File: config.mk
export PLATFORM = sky130hd
export DESIGN_NAME = mc_ctrl_fsm_flat
export DESIGN_NICKNAME = d
export VERILOG_FILES = /design/src/rtl/mc_ctrl_fsm_pkg.sv /design/src/rtl/mc_ctrl_fsm_if.sv /design/src/rtl/mc_ctrl_fsm_outdec.sv /design/src/rtl/mc_ctrl_fsm.sv /design/src/flat_wrapper.sv
export SDC_FILE = /design/constraint.sdc
export NUM_CORES = 1
export LEC_CHECK = 0
export ABC_AREA = 1
export BUFFER_PORTS_ARGS = -buffer_cell sky130_fd_sc_hd__buf_2
export CORE_MARGIN = 2
export CORE_UTILIZATION = 45
export CTS_CLUSTER_DIAMETER = 30
export CTS_CLUSTER_SIZE = 25
export DETAILED_ROUTE_END_ITERATION = 12
export GPL_ROUTABILITY_DRIVEN = 0
export PLACE_DENSITY = 0.73
export RECOVER_POWER = 100
export SLEW_MARGIN = 0
export SYNTH_ARGS = -nofsm -noshare
export SYNTH_HDL_FRONTEND = slang
export SYNTH_SLANG_ARGS = --single-unit
File: constraint.sdc
create_clock -name clk -period 1.5 [get_ports clk]
set_input_delay 0.15 -clock clk [delete_from_list [all_inputs] [get_ports clk]]
set_output_delay 0.15 -clock clk [all_outputs]
set_load 0.1 [all_outputs]
File: src/rtl/mc_ctrl_fsm_pkg.sv
// mc_ctrl_fsm_pkg: shared definitions for the multi-cycle MIPS main controller.
// Holds opcode/funct constants, the state encoding, the alu_op codes, the mux
// select codes and the packed control vector driven by mc_ctrl_outdec.
// Optional feature macro: MC_CTRL_JAL_EN adds the $31 / PC select codes.
package mc_ctrl_fsm_pkg;

    localparam logic [5:0] OP_RTYPE = 6'b000000;
    localparam logic [5:0] OP_J     = 6'b000010;
    localparam logic [5:0] OP_JAL   = 6'b000011;
    localparam logic [5:0] OP_BEQ   = 6'b000100;
    localparam logic [5:0] OP_ADDI  = 6'b001000;
    localparam logic [5:0] OP_ORI   = 6'b001101;
    localparam logic [5:0] OP_LW    = 6'b100011;
    localparam logic [5:0] OP_SW    = 6'b101011;

    localparam logic [5:0] FN_ADD  = 6'b100000;
    localparam logic [5:0] FN_ADDU = 6'b100001;
    localparam logic [5:0] FN_SUB  = 6'b100010;
    localparam logic [5:0] FN_SUBU = 6'b100011;
    localparam logic [5:0] FN_AND  = 6'b100100;
    localparam logic [5:0] FN_OR   = 6'b100101;
    localparam logic [5:0] FN_SLT  = 6'b101010;
    localparam logic [5:0] FN_SLTU = 6'b101011;

    localparam logic [1:0] ALU_ADD   = 2'd0;
    localparam logic [1:0] ALU_SUB   = 2'd1;
    localparam logic [1:0] ALU_FUNCT = 2'd2;
    localparam logic [1:0] ALU_OR    = 2'd3;

    localparam logic [1:0] REG_DST_RT = 2'd0;
    localparam logic [1:0] REG_DST_RD = 2'd1;
    localparam logic [1:0] M2R_ALUOUT = 2'd0;
    localparam logic [1:0] M2R_MDR    = 2'd1;
`ifdef MC_CTRL_JAL_EN
    localparam logic [1:0] REG_DST_RA = 2'd2;
    localparam logic [1:0] M2R_PC     = 2'd2;
`endif

    localparam logic [1:0] SRCB_RT     = 2'd0;
    localparam logic [1:0] SRCB_FOUR   = 2'd1;
    localparam logic [1:0] SRCB_IMM    = 2'd2;
    localparam logic [1:0] SRCB_IMM_SH = 2'd3;

    localparam logic [1:0] PCSRC_ALU    = 2'd0;
    localparam logic [1:0] PCSRC_ALUOUT = 2'd1;
    localparam logic [1:0] PCSRC_JUMP   = 2'd2;

    typedef enum logic [3:0] {
        FETCH    = 4'd0,
        DECODE   = 4'd1,
        MEM_ADDR = 4'd2,
        MEM_RD   = 4'd3,
        MEM_WB   = 4'd4,
        MEM_WR   = 4'd5,
        R_EXEC   = 4'd6,
        R_WB     = 4'd7,
        I_EXEC   = 4'd8,
        I_WB     = 4'd9,
        BRANCH   = 4'd10,
        JUMP     = 4'd11,
        JAL      = 4'd12,
        HALT     = 4'd13
    } state_e;

    typedef struct packed {
        logic       pc_write;
        logic       pc_write_cond;
        logic       iord;
        logic       mem_read;
        logic       mem_write;
        logic       ir_write;
        logic [1:0] reg_dst;
        logic [1:0] mem_to_reg;
        logic       reg_write;
        logic       alu_src_a;
        logic [1:0] alu_src_b;
        logic [1:0] alu_op;
        logic       ext_op;
        logic [1:0] pc_source;
    } ctrl_t;

    function automatic logic funct_legal(input logic [5:0] f);
        case (f)
            FN_ADD, FN_ADDU, FN_SUB, FN_SUBU,
            FN_AND, FN_OR, FN_SLT, FN_SLTU: funct_legal = 1'b1;
            default:                        funct_legal = 1'b0;
        endcase
    endfunction

    // States that wait on mem_ready and are covered by the timeout counter.
    function automatic logic is_mem_state(input state_e s);
        is_mem_state = (s == FETCH) || (s == MEM_RD) || (s == MEM_WR);
    endfunction

endpackage

File: src/rtl/mc_ctrl_fsm_if.sv
// mc_ctrl_fsm_if: controller <-> datapath bundle.
// Datapath -> controller: op, funct, zero, mem_ready.
// Controller -> datapath: all strobes and mux selects.
// modport master = controller side, modport slave = datapath side.
interface mc_ctrl_fsm_if;
    logic [5:0] op;
    logic [5:0] funct;
    logic       zero;
    logic       mem_ready;

    logic       pc_write;
    logic       pc_write_cond;
    logic       iord;
    logic       mem_read;
    logic       mem_write;
    logic       ir_write;
    logic [1:0] reg_dst;
    logic [1:0] mem_to_reg;
    logic       reg_write;
    logic       alu_src_a;
    logic [1:0] alu_src_b;
    logic [1:0] alu_op;
    logic       ext_op;
    logic [1:0] pc_source;

    modport master (
        input  op, funct, zero, mem_ready,
        output pc_write, pc_write_cond, iord, mem_read, mem_write, ir_write,
               reg_dst, mem_to_reg, reg_write, alu_src_a, alu_src_b, alu_op,
               ext_op, pc_source
    );

    modport slave (
        output op, funct, zero, mem_ready,
        input  pc_write, pc_write_cond, iord, mem_read, mem_write, ir_write,
               reg_dst, mem_to_reg, reg_write, alu_src_a, alu_src_b, alu_op,
               ext_op, pc_source
    );
endinterface

File: src/rtl/mc_ctrl_fsm_outdec.sv
// mc_ctrl_outdec: combinational state/op -> control vector decoder.
// Ports: state_i (current state), op_i (IR opcode), mem_ready_i (gates the
// FETCH IR/PC loads), ctrl_o (full control vector).
// Optional feature macro: MC_CTRL_JAL_EN enables the JAL output row.
module mc_ctrl_outdec
    import mc_ctrl_fsm_pkg::*;
(
    input  state_e     state_i,
    input  logic [5:0] op_i,
    input  logic       mem_ready_i,
    output ctrl_t      ctrl_o
);

    always_comb begin
        ctrl_o = '0;
        unique case (state_i)
            FETCH: begin
                ctrl_o.mem_read  = 1'b1;
                ctrl_o.alu_src_b = SRCB_FOUR;
                // IR and PC only load on the cycle the fetch completes.
                ctrl_o.ir_write  = mem_ready_i;
                ctrl_o.pc_write  = mem_ready_i;
            end
            DECODE: begin
                ctrl_o.alu_src_b = SRCB_IMM_SH;
                ctrl_o.ext_op    = 1'b1;
            end
            MEM_ADDR: begin
                ctrl_o.alu_src_a = 1'b1;
                ctrl_o.alu_src_b = SRCB_IMM;
                ctrl_o.ext_op    = 1'b1;
            end
            MEM_RD: begin
                ctrl_o.mem_read = 1'b1;
                ctrl_o.iord     = 1'b1;
            end
            MEM_WB: begin
                ctrl_o.reg_write  = 1'b1;
                ctrl_o.reg_dst    = REG_DST_RT;
                ctrl_o.mem_to_reg = M2R_MDR;
            end
            MEM_WR: begin
                ctrl_o.mem_write = 1'b1;
                ctrl_o.iord      = 1'b1;
            end
            R_EXEC: begin
                ctrl_o.alu_src_a = 1'b1;
                ctrl_o.alu_src_b = SRCB_RT;
                ctrl_o.alu_op    = ALU_FUNCT;
            end
            R_WB: begin
                ctrl_o.reg_write  = 1'b1;
                ctrl_o.reg_dst    = REG_DST_RD;
                ctrl_o.mem_to_reg = M2R_ALUOUT;
            end
            I_EXEC: begin
                ctrl_o.alu_src_a = 1'b1;
                ctrl_o.alu_src_b = SRCB_IMM;
                if (op_i == OP_ORI) begin
                    ctrl_o.ext_op = 1'b0;
                    ctrl_o.alu_op = ALU_OR;
                end else begin
                    ctrl_o.ext_op = 1'b1;
                    ctrl_o.alu_op = ALU_ADD;
                end
            end
            I_WB: begin
                ctrl_o.reg_write  = 1'b1;
                ctrl_o.reg_dst    = REG_DST_RT;
                ctrl_o.mem_to_reg = M2R_ALUOUT;
            end
            BRANCH: begin
                ctrl_o.alu_src_a     = 1'b1;
                ctrl_o.alu_src_b     = SRCB_RT;
                ctrl_o.alu_op        = ALU_SUB;
                ctrl_o.pc_write_cond = 1'b1;
                ctrl_o.pc_source     = PCSRC_ALUOUT;
            end
            JUMP: begin
                ctrl_o.pc_write  = 1'b1;
                ctrl_o.pc_source = PCSRC_JUMP;
            end
`ifdef MC_CTRL_JAL_EN
            JAL: begin
                // PC still holds PC+4 here, so the link value is correct.
                ctrl_o.reg_write  = 1'b1;
                ctrl_o.reg_dst    = REG_DST_RA;
                ctrl_o.mem_to_reg = M2R_PC;
                ctrl_o.pc_write   = 1'b1;
                ctrl_o.pc_source  = PCSRC_JUMP;
            end
`endif
            default: ;
        endcase
    end

endmodule

File: src/rtl/mc_ctrl_fsm.sv
// mc_ctrl_fsm: multi-cycle main controller for the single-memory MIPS datapath.
// Ports: clk, rst (sync, active-high); bus (mc_ctrl_fsm_if.master: op, funct,
// zero, mem_ready in; all strobes/selects out); state_o (debug state),
// halted (in HALT), mem_err (sticky memory timeout).
// Parameters: HALT_ON_ILLEGAL (1 = halt on unknown op, 0 = treat as NOP),
// MEM_TIMEOUT (max wait cycles in a memory state, 0 = no timeout).
// Optional feature macro: MC_CTRL_JAL_EN (jal support; otherwise jal is illegal).
//
// state    | meaning
// FETCH    | read instruction at PC, load IR and PC+4 on mem_ready
// DECODE   | branch target into ALUOut, dispatch on op
// MEM_ADDR | effective address rs + sext(imm)
// MEM_RD   | load data read, waits for mem_ready
// MEM_WB   | MDR -> rt
// MEM_WR   | store data write, waits for mem_ready
// R_EXEC   | rs funct rt
// R_WB     | ALUOut -> rd
// I_EXEC   | rs add/or ext(imm)
// I_WB     | ALUOut -> rt
// BRANCH   | compare rs/rt, PC <- ALUOut if zero
// JUMP     | PC <- jump target
// JAL      | $31 <- PC, PC <- jump target
// HALT     | illegal op or memory timeout, stays until rst
module mc_ctrl_fsm
    import mc_ctrl_fsm_pkg::*;
#(
    parameter int HALT_ON_ILLEGAL = 1,
    parameter int MEM_TIMEOUT     = 255
) (
    input  logic               clk,
    input  logic               rst,
    mc_ctrl_fsm_if.master      bus,
    output logic [3:0]         state_o,
    output logic               halted,
    output logic               mem_err
);

    state_e     state_q, state_d;
    logic [7:0] wait_q, wait_d;
    logic       mem_err_q, mem_err_d;
    state_e     illegal_next;
    logic       timeout;
    ctrl_t      dec;
    ctrl_t      ctrl;
    logic       unused_zero;

    // zero is consumed by the datapath together with pc_write_cond.
    assign unused_zero  = bus.zero;

    assign illegal_next = (HALT_ON_ILLEGAL != 0) ? HALT : FETCH;
    assign timeout      = (MEM_TIMEOUT != 0) && is_mem_state(state_q) &&
                          !bus.mem_ready && (wait_q == 8'(MEM_TIMEOUT - 1));

    always_comb begin
        state_d   = state_q;
        mem_err_d = mem_err_q;
        unique case (state_q)
            FETCH:    if (bus.mem_ready) state_d = DECODE;
            DECODE: begin
                case (bus.op)
                    OP_LW, OP_SW:    state_d = MEM_ADDR;
                    OP_RTYPE:        state_d = funct_legal(bus.funct) ? R_EXEC : illegal_next;
                    OP_ADDI, OP_ORI: state_d = I_EXEC;
                    OP_BEQ:          state_d = BRANCH;
                    OP_J:            state_d = JUMP;
`ifdef MC_CTRL_JAL_EN
                    OP_JAL:          state_d = JAL;
`endif
                    default:         state_d = illegal_next;
                endcase
            end
            MEM_ADDR: state_d = (bus.op == OP_SW) ? MEM_WR : MEM_RD;
            MEM_RD:   if (bus.mem_ready) state_d = MEM_WB;
            MEM_WR:   if (bus.mem_ready) state_d = FETCH;
            R_EXEC:   state_d = R_WB;
            I_EXEC:   state_d = I_WB;
            HALT:     state_d = HALT;
            default:  state_d = FETCH;
        endcase
        if (timeout) begin
            state_d   = HALT;
            mem_err_d = 1'b1;
        end
        // Any state change clears the counter, so it restarts on memory-state entry.
        if (state_d != state_q)
            wait_d = '0;
        else if (is_mem_state(state_q) && !bus.mem_ready)
            wait_d = wait_q + 8'd1;
        else
            wait_d = wait_q;
    end

    always_ff @(posedge clk) begin
        if (rst) begin
            state_q   <= FETCH;
            wait_q    <= '0;
            mem_err_q <= 1'b0;
        end else begin
            state_q   <= state_d;
            wait_q    <= wait_d;
            mem_err_q <= mem_err_d;
        end
    end

    mc_ctrl_outdec u_outdec (
        .state_i     (state_q),
        .op_i        (bus.op),
        .mem_ready_i (bus.mem_ready),
        .ctrl_o      (dec)
    );

    // Reset must squash an in-flight access in the same cycle it is asserted.
    assign ctrl = rst ? ctrl_t'('0) : dec;

    assign bus.pc_write      = ctrl.pc_write;
    assign bus.pc_write_cond = ctrl.pc_write_cond;
    assign bus.iord          = ctrl.iord;
    assign bus.mem_read      = ctrl.mem_read;
    assign bus.mem_write     = ctrl.mem_write;
    assign bus.ir_write      = ctrl.ir_write;
    assign bus.reg_dst       = ctrl.reg_dst;
    assign bus.mem_to_reg    = ctrl.mem_to_reg;
    assign bus.reg_write     = ctrl.reg_write;
    assign bus.alu_src_a     = ctrl.alu_src_a;
    assign bus.alu_src_b     = ctrl.alu_src_b;
    assign bus.alu_op        = ctrl.alu_op;
    assign bus.ext_op        = ctrl.ext_op;
    assign bus.pc_source     = ctrl.pc_source;

    assign state_o = state_q;
    assign halted  = (state_q == HALT) && !rst;
    assign mem_err = mem_err_q && !rst;

endmodule

File: src/flat_wrapper.sv
// flat-port wrapper written by rule: the top's interface ports become plain ports
module mc_ctrl_fsm_flat import mc_ctrl_fsm_pkg::*;
#(
    parameter int HALT_ON_ILLEGAL = 1,
    parameter int MEM_TIMEOUT     = 255
)
  (clk, rst, state_o, halted, mem_err, bus_op, bus_funct, bus_zero, bus_mem_ready, bus_pc_write, bus_pc_write_cond, bus_iord, bus_mem_read, bus_mem_write, bus_ir_write, bus_reg_dst, bus_mem_to_reg, bus_reg_write, bus_alu_src_a, bus_alu_src_b, bus_alu_op, bus_ext_op, bus_pc_source);
  mc_ctrl_fsm_if bus_i ();
  input  logic clk;
  input  logic rst;
  output logic [3:0] state_o;
  output logic halted;
  output logic mem_err;
  input wire logic [$bits(bus_i.op)-1:0] bus_op;
  input wire logic [$bits(bus_i.funct)-1:0] bus_funct;
  input wire logic [$bits(bus_i.zero)-1:0] bus_zero;
  input wire logic [$bits(bus_i.mem_ready)-1:0] bus_mem_ready;
  output wire logic [$bits(bus_i.pc_write)-1:0] bus_pc_write;
  output wire logic [$bits(bus_i.pc_write_cond)-1:0] bus_pc_write_cond;
  output wire logic [$bits(bus_i.iord)-1:0] bus_iord;
  output wire logic [$bits(bus_i.mem_read)-1:0] bus_mem_read;
  output wire logic [$bits(bus_i.mem_write)-1:0] bus_mem_write;
  output wire logic [$bits(bus_i.ir_write)-1:0] bus_ir_write;
  output wire logic [$bits(bus_i.reg_dst)-1:0] bus_reg_dst;
  output wire logic [$bits(bus_i.mem_to_reg)-1:0] bus_mem_to_reg;
  output wire logic [$bits(bus_i.reg_write)-1:0] bus_reg_write;
  output wire logic [$bits(bus_i.alu_src_a)-1:0] bus_alu_src_a;
  output wire logic [$bits(bus_i.alu_src_b)-1:0] bus_alu_src_b;
  output wire logic [$bits(bus_i.alu_op)-1:0] bus_alu_op;
  output wire logic [$bits(bus_i.ext_op)-1:0] bus_ext_op;
  output wire logic [$bits(bus_i.pc_source)-1:0] bus_pc_source;
  assign bus_i.op = bus_op;
  assign bus_i.funct = bus_funct;
  assign bus_i.zero = bus_zero;
  assign bus_i.mem_ready = bus_mem_ready;
  assign bus_pc_write = bus_i.pc_write;
  assign bus_pc_write_cond = bus_i.pc_write_cond;
  assign bus_iord = bus_i.iord;
  assign bus_mem_read = bus_i.mem_read;
  assign bus_mem_write = bus_i.mem_write;
  assign bus_ir_write = bus_i.ir_write;
  assign bus_reg_dst = bus_i.reg_dst;
  assign bus_mem_to_reg = bus_i.mem_to_reg;
  assign bus_reg_write = bus_i.reg_write;
  assign bus_alu_src_a = bus_i.alu_src_a;
  assign bus_alu_src_b = bus_i.alu_src_b;
  assign bus_alu_op = bus_i.alu_op;
  assign bus_ext_op = bus_i.ext_op;
  assign bus_pc_source = bus_i.pc_source;
  mc_ctrl_fsm #(.HALT_ON_ILLEGAL(HALT_ON_ILLEGAL), .MEM_TIMEOUT(MEM_TIMEOUT)) u_core (.clk(clk), .rst(rst), .bus(bus_i), .state_o(state_o), .halted(halted), .mem_err(mem_err));
endmodule
==> results of run 1 <==
==> stage by stage <==
stage / TNS, ns / cells / utilization [%] / cell area (sq um) / setup slack [ns]
2_1_floorplan: -10.73 / 199 / - / 1434 / -0.9802
3_3_place_gp: -0.3965 / 298 / 85.96 / 2168 / -0.05033
3_5_place_dp: -1.437 / 298 / 85.96 / 2168 / -0.1908
==> cell families after synthesis <==
logic type	Yosys count	share of synthesized area, %
compound gates	17	7.662
xor+xnor	7	5.005
fa+ha+maj	2	2.043
buf+inv	35	12.26
flops	13	21.25
other cells	1	0.3061
simple gates	123	51.48
==> cells in the mapped netlist, types with 2 or more instances <==
| cell type | count |
|---|---|
| a21oi_1 | 7 |
| buf_4 | 3 |
| nand2_1 | 40 |
| nor3_1 | 5 |
| o21ai_1 | 2 |
| xnor2_1 | 4 |
| nor2_4 | 4 |
| o21ai_0 | 4 |
| nand4_1 | 5 |
| inv_1 | 26 |
| nand3_1 | 13 |
| nand2_2 | 3 |
| inv_2 | 4 |
| ha_1 | 2 |
| dfxtp_1 | 13 |
| nor2_1 | 41 |
| xor2_1 | 3 |
| nand3_2 | 2 |
| nand3_4 | 4 |
| nor3_2 | 2 |
==> reports/results.tsv, run 1 <==
stage	metric	value	unit
logic_synthesis	Synth top area share	21.25	%
cts	root buffer cell	clkbuf_4	
run_status	status	stopped before the end	
cts	CTS max path bufs	2	
run_status	tool error	[ERROR DPL-0033] detailed placement checks failed during check placement.	
cts	CTS buffer count	3	
cts	postcts setup bufs	14	
logic_synthesis	Seq/Total Area, Yosys	21.25	%
cts	H-tree levels	1	
logic_synthesis	Synth Area per Inst	6.186	sq um
logic_synthesis	Async SR Flop Fraction	0	%
floorplan	# rows	18	
cts	CTS Sinks	13	
logic_synthesis	Distinct cells, synth	31	
logic_synthesis	cell taking the most area after synthesis	dfxtp_1	
logic_synthesis	main flop type after synthesis	dfxtp_1	
floorplan	IO Pins	41	
logic_synthesis	Seq cells post-synth	13	
logic_synthesis	ranking of synthesized cells by area	dfxtp_1 21%, nor2_1 13%, nand2_1 12%, inv_1 8.0%, nand3_4 5.7%	
run_status	Exit stage	4_1_cts	
logic_synthesis	EDFF count, synth	0	
floorplan	Die X	56.18	microns
logic_synthesis	Yosys warning count	0	
cts	CTS resizes	26	
floorplan	Starting Density	48.56	%
floorplan	Die Height	56.18	microns
placed_design	PortBufs	36	
logic_synthesis	Synth Instances	198	
logic_synthesis	cell area after synthesis	0.001225	sq mm
placed_design	hpwl dp	3305	microns
cts	cts hold-fix bufs	0	
==> run 2: changes to the inputs <==
CORE_AREA = 2 2 63 65   (was default)
CORE_MARGIN = default   (was 2)
CORE_UTILIZATION = default   (was 45)
CTS_CLUSTER_DIAMETER = default   (was 30)
CTS_CLUSTER_SIZE = default   (was 25)
DIE_AREA = 0 0 65 67   (was default)
PLACE_DENSITY = default   (was 0.73)
PLACE_DENSITY_LB_ADDON = 0.15   (was default)
clock period = 2 ns   (was 1.5 ns; I/O delays follow)
==> reports/results.tsv, run 2 <==
stage	metric	value	unit	change
run_status	status	completed		
worst_setup_path	worst endpoint data arrival time	1.69	ns	
run	maxcap violations	0		
cells_and_area	Layout area overhead	36.77	%	
cells_and_area	leading cell type in the layout, fill and taps excluded	nand2_1		
logic_synthesis	cell area after synthesis	0.001225	sq mm	unchanged
worst_setup_path	Crit. End Element	output pin		
cts	root buffer cell	clkbuf_8		
drt	drc violations	0		
cells_and_area	# diodes	0		
drt	via count	1301		
logic_synthesis	Synth top area share	21.25	%	unchanged
timing	final worst setup slack	0.1144	ns	
timing	Peak Freq	530.3	MHz	
placed_design	hpwl dp	2478	microns	-25%
timing	setup TNS	0	ns	
cells_and_area	Final #Nets	254		
logic_synthesis	largest family of logic cells by synthesized area	simple AND/OR/NAND/NOR gates		
placed_design	Setup WS pre-CTS	0.1849	ns	+0.3757 ns
logic_synthesis	Seq/Total Area, Yosys	21.25	%	unchanged
drt	drt first pass iters	2		
cts	CTS max path bufs	2		unchanged
global_route	total gr overflow	0		
cells_and_area	max reg flops	8		
worst_setup_path	startpoint types	flop		
timing	RSZ-0062 raised after global routing	false		
logic_synthesis	ranking of synthesized cells by area	dfxtp_1 21%, nor2_1 13%, nand2_1 12%, inv_1 8.0%, nand3_4 5.7%		
placed_design	PortBufs	36		unchanged
timing	crit path time final	1.886	ns	
logic_synthesis	cell taking the most area after synthesis	dfxtp_1		
timing	fin crit share	94.28	%	
power_and_ir_drop	power density of the placed cells	1237	mW/mm^2	
worst_setup_path	critical path fanouts, max	9		
timing	Final Hold Viols	0		
floorplan	# rows	22		+4
drt	final wirelength	3005	microns	
timing	Finish-stage setup viols	0		
global_route	global-route wire length before repair	5499	microns	
cts	CTS Sinks	13		unchanged
cts	H-tree levels	1		unchanged
drt	Vias/cell	4.597		
global_route	Total GRT Usage	15.63	%	
logic_synthesis	mux cell area share after synthesis	0	%	unchanged
cts	CTS buffer count	3		unchanged
logic_synthesis	EDFF count, synth	0		unchanged
floorplan	Die Area	0.004355	sq mm	
timing	Layout Skew	0.0008245	ns	
power_and_ir_drop	VDD IR max	0.0003827	V	
power_and_ir_drop	Leakage	0.7784	nW	
floorplan	Die Height	67	microns	+19%
timing	Slew HR	22.78	%	
logic_synthesis	Distinct cells, synth	31		unchanged
floorplan	IO Pins	41		unchanged
global_route	vias in the first global route	1328		
logic_synthesis	Seq cells post-synth	13		unchanged
cts	CTS tree	yes		
logic_synthesis	post-synthesis xor/xnor area fraction	5.005	%	unchanged
floorplan	Die X	65	microns	+16%
timing	slew of the pin with the lowest slew margin	1.163	ns	
logic_synthesis	Synth Area in Compound Gates	7.661	%	unchanged
drt	1st-iter DRT viols	74		
worst_setup_path	CP Class	flop to output pin		
floorplan	Starting Density	33.97	%	-15 points
global_route	largest net degree at the start of global routing	10		
logic_synthesis	most frequent cells after synthesis	41 x nor2_1, 40 x nand2_1, 26 x inv_1, 13 x dfxtp_1, 13 x nand3_1		
logic_synthesis	count leader, synth	nor2_1		
cts	Worst-path clk slew	0.05	ns	
timing	fin. max-slew vios	0		
cts	Skew-Pair Late Insertion Delay	0.24	ns	
worst_setup_path	Worst EP required	1.80	ns	
logic_synthesis	main flop type after synthesis	dfxtp_1		
logic_synthesis	Synth Instances	198		unchanged
logic_synthesis	Async SR Flop Fraction	0	%	unchanged
global_route	antenna violations before repair	0		
cts	postcts setup bufs	0		-14
cells_and_area	commonest cells after routing, fill and taps aside	37 x nand2_1, 32 x nor2_1, 26 x inv_1		
drt	antenna viol nets, final	0		
logic_synthesis	Synth Area in Adders	2.043	%	unchanged
logic_synthesis	simple-gate share of the synthesized area	51.48	%	unchanged
hold_path	Hold Crit Class	input pin to flop		
cells_and_area	layout cells sized above 1	35.74	%	
drt	routed len/inst	10.62	microns	
floorplan	CORE AREA	0.003606	sq mm	
logic_synthesis	Yosys warning count	0		unchanged
cells_and_area	Biggest register	u_core.wait_q		
logic_synthesis	Synth Area per Inst	6.186	sq um	unchanged
-- run 2: cell counts after synthesis --
No cell type changed its count.
-- run 2: power breakdown --
part,internal [mW],switching [mW]
sequential,0.305,0.107
clock,0.141,0.0924
combinational,0.329,1.10
total,0.774,1.30
-- run 2: worst max-delay path, cell delays in order, from the launching register on --
cell	delay [ns]
dfxtp_4	0.40
nor2_1	0.22
nand2_1	0.12
nor2_2	0.13
nor2_2	0.07
o21ai_4	0.05
clkbuf_2	0.46
-- run 2: routing by layer --
layer	track usage [%]	vias to the layer above	share of wire (%)
met1	18.86	574	48
li1	-	702	-
met5	0	-	0
met3	2.872	0	4.1
met2	28.35	25	48
met4	3.989	0	0
-- run 2: timing repair --
item,in CTS,in global routing
resized for setup,0,2
setup endpoints to repair,0,3
hold buffers,0,0
-- run 2: cell type report --
class,count,area (sq um)
fill,398,1931
multi-input combinational,151,950.9
sequential,13,275.3
timing repair buffer,37,221.5
inverter,30,122.6
tap,48,60.06
clock buffer,4,45.04
-- run 2: kinds of logic after synthesis --
kind of cell	count (synthesis)
AOI/OAI and AO/OA	17
xor gates and xnor gates	7
adders and majority gates	2
buffers and inverters	35
DFF	13
other	1
and+or+nand+nor	123
-- run 2: worst paths after layout --
check	endpoint	startpoint	depth (start not counted)	slack, ns
worst max-delay path	bus_reg_write	u_core.state_o[0]	6	0.11
worst min-delay path	u_core.state_o[3]	rst	2	0.32
worst max register to register	u_core.wait_q[6]	u_core.state_o[0]	12	0.21
worst min register to register	u_core.mem_err_q	u_core.mem_err_q	2	0.46
-- run 2: through the flow --
step                      power, mW  util, %  instances  area [sq um]  hold WS (ns)
after floorplan               1.618        -        199          1396        0.3878
after global placement        1.866    45.77        279          1650        0.4491
after detailed placement      1.861    45.77        279          1650        0.4511
after CTS                     2.100    47.02        283          1695        0.3224
after global routing          2.200    46.46        283          1675        0.3505
final                         2.072    46.46        283          1675        0.3225
(Power assumes the default switching activity.)
